==> config.mk <==
export PLATFORM = sky130hd
export DESIGN_NAME = rx_sbinit
export DESIGN_NICKNAME = d
export VERILOG_FILES = /design/src/rtl/rx_sbinit_pkg.sv /design/src/rtl/sbinit_timeout_cnt.sv /design/src/rtl/rx_sbinit.sv
export SDC_FILE = /design/constraint.sdc
export NUM_CORES = 1
export LEC_CHECK = 0
export ABC_AREA = 1
export BUFFER_PORTS_ARGS = -buffer_cell sky130_fd_sc_hd__buf_2
export CORE_MARGIN = 4
export CORE_UTILIZATION = 50
export DETAILED_ROUTE_END_ITERATION = 10
export PLACE_DENSITY_LB_ADDON = 0.1
export SKIP_LAST_GASP = 1
export SYNTH_ARGS = -nofsm -noshare
export SYNTH_HDL_FRONTEND = slang
export SYNTH_HIERARCHICAL = 1
export SYNTH_SLANG_ARGS = --single-unit
==> constraint.sdc <==
create_clock -name i_clk -period 4.46 [get_ports i_clk]
set_clock_uncertainty 0.2 [all_clocks]
set_input_delay 0.446 -clock i_clk [delete_from_list [all_inputs] [get_ports i_clk]]
set_output_delay 0.446 -clock i_clk [all_outputs]
set_load 0.01 [all_outputs]
==> src/rtl/rx_sbinit_pkg.sv <==
// Shared SBINIT definitions: sideband message codes and the SBINIT state encoding.
// The message codes are also used by the transmit-side SBINIT sequencer.
package rx_sbinit_pkg;

    // Sideband message codes exchanged during SBINIT
    localparam int MSG_DONE_REQ     = 1;
    localparam int MSG_DONE_RESP    = 2;
    localparam int MSG_OUT_OF_RESET = 3;

    typedef enum logic [2:0] {
        ST_IDLE           = 3'd0,
        ST_WAIT_DONE_REQ  = 3'd1,
        ST_SEND_DONE_RESP = 3'd2,
        ST_END            = 3'd3,
        ST_TIMEOUT        = 3'd4
    } sbinit_state_e;

endpackage

==> src/rtl/sbinit_timeout_cnt.sv <==
// Saturating cycle counter for LTSM timeouts. Counts while enabled, holds at
// LIMIT-1 (never wraps) and flags expired while sitting there. clear wins over enable.
module sbinit_timeout_cnt #(
    parameter int LIMIT = 8000
) (
    input  logic clk,
    input  logic rst,
    input  logic clear,
    input  logic enable,
    output logic expired
);

    localparam int W = (LIMIT > 1) ? $clog2(LIMIT) : 1;
    localparam logic [W-1:0] LAST = W'(LIMIT - 1);

    logic [W-1:0] count;

    assign expired = (count == LAST);

    // Count up while enabled, saturating at LAST
    always_ff @(posedge clk) begin
        if (rst || clear) begin
            count <= '0;
        end else if (enable && !expired) begin
            count <= count + 1'b1;
        end
    end

endmodule

==> src/rtl/rx_sbinit.sv <==
// Receive-side SBINIT sequencer: waits for the partner's SBINIT done request,
// answers with done response through the sideband wrapper, then reports
// completion (or timeout) to the LTSM.
//
// Wrapper handshake: o_valid_rx is raised together with o_encoded_SB_msg_rx and
// held until a cycle where i_falling_edge_busy is high while i_tx_valid is low;
// while the transmit-side sequencer owns the wrapper (i_tx_valid high) a busy
// falling edge belongs to it and does not complete our send.
module rx_sbinit
    import rx_sbinit_pkg::*;
#(
    parameter int SB_MSG_WIDTH   = 4,
    parameter int TIMEOUT_CYCLES = 8000
) (
    input  logic                    i_clk,
    input  logic                    i_rst,
    input  logic                    i_SBINIT_en,
    input  logic                    i_msg_valid,
    input  logic [SB_MSG_WIDTH-1:0] i_decoded_SB_msg,
    input  logic                    i_falling_edge_busy,
    input  logic                    i_tx_valid,
    output logic [SB_MSG_WIDTH-1:0] o_encoded_SB_msg_rx,
    output logic                    o_valid_rx,
    output logic                    o_SBINIT_end_rx,
    output logic                    o_timeout
);

    sbinit_state_e           state_q, state_d;
    logic [SB_MSG_WIDTH-1:0] code_d;
    logic                    valid_d, end_d, timeout_d;
    logic                    expired, waiting, timer_clear;
    logic                    done_req, send_done;

    assign done_req  = i_msg_valid && (i_decoded_SB_msg == SB_MSG_WIDTH'(MSG_DONE_REQ));
    assign send_done = o_valid_rx && i_falling_edge_busy && !i_tx_valid;

    // Timer runs only in the two waiting states and restarts on every state change
    assign waiting     = (state_q == ST_WAIT_DONE_REQ) || (state_q == ST_SEND_DONE_RESP);
    assign timer_clear = !waiting || (state_d != state_q);

    sbinit_timeout_cnt #(
        .LIMIT (TIMEOUT_CYCLES)
    ) u_timer (
        .clk     (i_clk),
        .rst     (i_rst),
        .clear   (timer_clear),
        .enable  (waiting),
        .expired (expired)
    );

    // Next state and next output values; disable overrides everything
    always_comb begin
        state_d   = state_q;
        valid_d   = o_valid_rx;
        code_d    = o_encoded_SB_msg_rx;
        end_d     = o_SBINIT_end_rx;
        timeout_d = o_timeout;

        if (!i_SBINIT_en) begin
            state_d   = ST_IDLE;
            valid_d   = 1'b0;
            code_d    = '0;
            end_d     = 1'b0;
            timeout_d = 1'b0;
        end else begin
            case (state_q)
                ST_IDLE: begin
                    state_d   = ST_WAIT_DONE_REQ;
                    valid_d   = 1'b0;
                    code_d    = '0;
                    end_d     = 1'b0;
                    timeout_d = 1'b0;
                end
                ST_WAIT_DONE_REQ: begin
                    // A done request in the expiry cycle still wins
                    if (done_req) begin
                        state_d = ST_SEND_DONE_RESP;
                        valid_d = 1'b1;
                        code_d  = SB_MSG_WIDTH'(MSG_DONE_RESP);
                    end else if (expired) begin
                        state_d   = ST_TIMEOUT;
                        valid_d   = 1'b0;
                        timeout_d = 1'b1;
                    end
                end
                ST_SEND_DONE_RESP: begin
                    // Completion in the expiry cycle still wins
                    if (send_done) begin
                        state_d = ST_END;
                        valid_d = 1'b0;
                        end_d   = 1'b1;
                    end else if (expired) begin
                        state_d   = ST_TIMEOUT;
                        valid_d   = 1'b0;
                        timeout_d = 1'b1;
                    end
                end
                ST_END: begin
                    end_d = 1'b1;
                    // A repeated done request is answered again without leaving END
                    if (o_valid_rx) begin
                        if (send_done) valid_d = 1'b0;
                    end else if (done_req) begin
                        valid_d = 1'b1;
                        code_d  = SB_MSG_WIDTH'(MSG_DONE_RESP);
                    end
                end
                ST_TIMEOUT: begin
                    valid_d   = 1'b0;
                    timeout_d = 1'b1;
                end
                default: begin
                    state_d = ST_IDLE;
                end
            endcase
        end
    end

    // State and registered outputs
    always_ff @(posedge i_clk) begin
        if (i_rst) begin
            state_q             <= ST_IDLE;
            o_valid_rx          <= 1'b0;
            o_encoded_SB_msg_rx <= '0;
            o_SBINIT_end_rx     <= 1'b0;
            o_timeout           <= 1'b0;
        end else begin
            state_q             <= state_d;
            o_valid_rx          <= valid_d;
            o_encoded_SB_msg_rx <= code_d;
            o_SBINIT_end_rx     <= end_d;
            o_timeout           <= timeout_d;
        end
    end

endmodule

==> flow_summary.ini <==
[worst_setup_path]
critical-path-top-delay-family = simple AND/OR/NAND/NOR gates
crit_fanout = 13
worst_path_largest_cell_delay_ns = 0.69
critPathSlowestCell = nor2_1
crit_path_start_kind = flop
timing.critical_path.mode_cell = nand2_1
cp.required_ns = 4.50
critical_path_class = reg -> reg
crit_arrival_ns = 3.03
worstSetupStartpoint = u_timer/count[1]$_SDFFE_PP0P_
crit_buf_inv = 2
reg2reg_from = u_timer/count[1]$_SDFFE_PP0P_
cp-end-kind = flop
cp_cell_sequence = ha_1 -> nand3_4 -> nor3_2 -> nand2_2 -> inv_1 -> inv_1 -> o21ai_1 -> nand3_2 -> nand3_1 -> nand2_1 -> nor2_1 -> nand2_1 -> nor2_1 -> nand2_1 -> nor2_2

[finish]
multiInputGateArea_sq_um = 900
drive_above_1_share_pct = 22.9
n_antenna_cell = 0
instances_no_fill = 271
nets = 252
fillCellCount = 285
final_common_cell = nand2_1
final_cell_mix = nand2_1 (64), nor2_1 (32), inv_1 (24), dfxtp_1 (20), nand3_1 (16)
area_growth_pct = 8.50
final-seq-area_sq_um = 400
final_util_pct = 56.8

[drt]
firstDrtPassIters = 4
drt_iter0_markers = 47
vias_per_cell = 5.07
drt-total-wl_um = 2920
vias = 1374
drc = 0
wl_per_cell_um = 10.8
ant_nets = 0

[grt]
grt_max_degree = 14
grt_usage_pct = 17.4
grt_util_met3_pct = 2.69
grtUsageMet1_pct = 19.7
met2_usage_pct = 32.7
grt_pass1_vias = 1228
grt_busiest_layer = met2
antenna_found_initial = 0
grt_remaining_overflow = 0
grt_pass1_wl_um = 5000

[logic_synthesis]
ys_ff_latch = 20
ys_warn_count = 6
synth.area.top_cells = dfxtp_1 (28%), nand2_1 (17%), nor2_1 (8.3%)
postSynthCellCount = 227
synth_area_leader_cell = dfxtp_1
synth_top_area_share_pct = 27.8
yosysUniqueCellTypes = 30
seq_area_frac_synth_pct = 27.8
synth_area_sq_um = 1440
syn_area_per_cell_sq_um = 6.36

[power]
p_leak_uw = 0.000654
vdd_ir_drop_max_mv = 0.158
power_density_nw_per_um2 = 233
total_power_uw = 364

[sta]
slew_headroom_pct = 39.9
worst_pin_slew_ns = 0.898
final-setup-viol-count = 0
max_freq_mhz = 335
tns_ns = 0
slew_viol_final = 0
timing.final.crit_share_pct = 67.0
hold_violations = 0
rsz0062_at_grt = no
period_needed_ns = 2.99

[clock_network]
clock_latency_ns = 0.30
clk_pin_slew_ns = 0.12
holdBufCountCts = 0
cts_tree = yes
root_buffer = clkbuf_4
cts_resized = 0
clkSinkCount = 20
cts_buffer_depth = 2
h-tree-depth = 1
post_cts_buffers = 0
cts_buffers = 3

[die]
core_area_sq_um = 2760
fp.dieH_um = 61.7
die_area_sq_um = 3810
ios = 17
start_util_pct = 52.3
die_w_um = 61.7
num_rows = 19

[place]
gp_congestion = 0.955
portBuffers = 13
placed_cells = 267
hpwl_um = 2320

[status]
status = completed

[hold_path]
min-delay-start = i_rst
hold_class = in -> reg

[job]
cap_violations = 0
[cells by family (layout without fill, tap and decap cells)]
| family | Yosys count | in the layout | synth area share (%) |
|---|---|---|---|
| simple gates | 149 | 149 | 51.6 |
| buf+inv | 35 | 46 | 10.4 |
| fa+ha+maj | 1 | 1 | 0.867 |
| flops | 20 | 20 | 27.8 |
| other cells | 1 | 3 | 0.260 |
| xor+xnor | 2 | 2 | 1.21 |
| compound gates | 19 | 19 | 7.89 |
[final cells by class]
| cell class | count | area share [%] |
|---|---|---|
| repair buffers | 13 | 4.16 |
| well taps | 31 | 2.48 |
| multi-input cells | 174 | 57.5 |
| flip-flops and latches | 20 | 25.6 |
| clock inverters | 1 | 1.92 |
| inverters | 29 | 6.95 |
| clock buffers | 3 | 1.44 |
[per-stage QoR]
stage | hold WS (ns) | setup slack (ns) | instance area, sq um
6_report | 0.160 | 1.47 | 1570
5_1_grt | 0.155 | 1.12 | 1570
4_1_cts | 0.145 | 1.44 | 1570
3_5_place_dp | 0.272 | 1.48 | 1510
3_3_place_gp | 0.266 | 1.61 | 1510
2_1_floorplan | 0.260 | 1.99 | 1450
[sequential cells by signal, indices dropped and copies added (netlist names)]
| register | flops |
|---|---|
| u_timer/count | 13 |
| state_q | 3 |
| o_SBINIT_end_rx | 1 |
| o_encoded_SB_msg_rx | 1 |
| o_timeout | 1 |
| o_valid_rx | 1 |
[cells in the mapped netlist (all sizes together)]
master and n:
xor2 2, conb 1, o21ai 5, nand3b 1, nor2 46, a21boi 1, buf 5, a311oi 1
ha 1, nand2 75, o2111ai 1, inv 28, nor3 4, clkbuf 1, nand4 3, dfxtp 20
clkinv 1, a21oi 9, a31oi 1, o211ai 1, nand3 20
[metal layers]
metal,routed length (um),up-vias,part of all wire [%]
li1,-,738,-
met1,1310,607,45
met2,1470,21,51
met3,74,8,2.5
met4,57,0,2.0
met5,0,-,0
[worst register-to-register path, cell delays in order (launching register included)]
cell and delay, ns:
dfxtp_1 0.41, ha_1 0.25, nand3_4 0.15, nor3_2 0.16
nand2_2 0.13, inv_1 0.14, inv_1 0.07, o21ai_1 0.15
nand3_2 0.09, nand3_1 0.07, nand2_1 0.05, nor2_1 0.08
nand2_1 0.05, nor2_1 0.69, nand2_1 0.14, nor2_2 0.11
[final timing paths]
path,end,slack [ns],depth (start not counted)
min reg2reg,o_encoded_SB_msg_rx[1]$_SDFFE_PP0P_,0.28,2
min,state_q[0]$_SDFF_PP0_,0.16,2
max,u_timer/count[7]$_SDFFE_PP0P_,1.47,15
max reg2reg,u_timer/count[7]$_SDFFE_PP0P_,1.47,15
[where the power goes]
part,switching [uW],total (uW),internal (uW)
clock,56.0,147,90.7
sequential,2.83,183,180
combinational,21.5,34.4,12.9
Power figures use the tool's default switching activity.
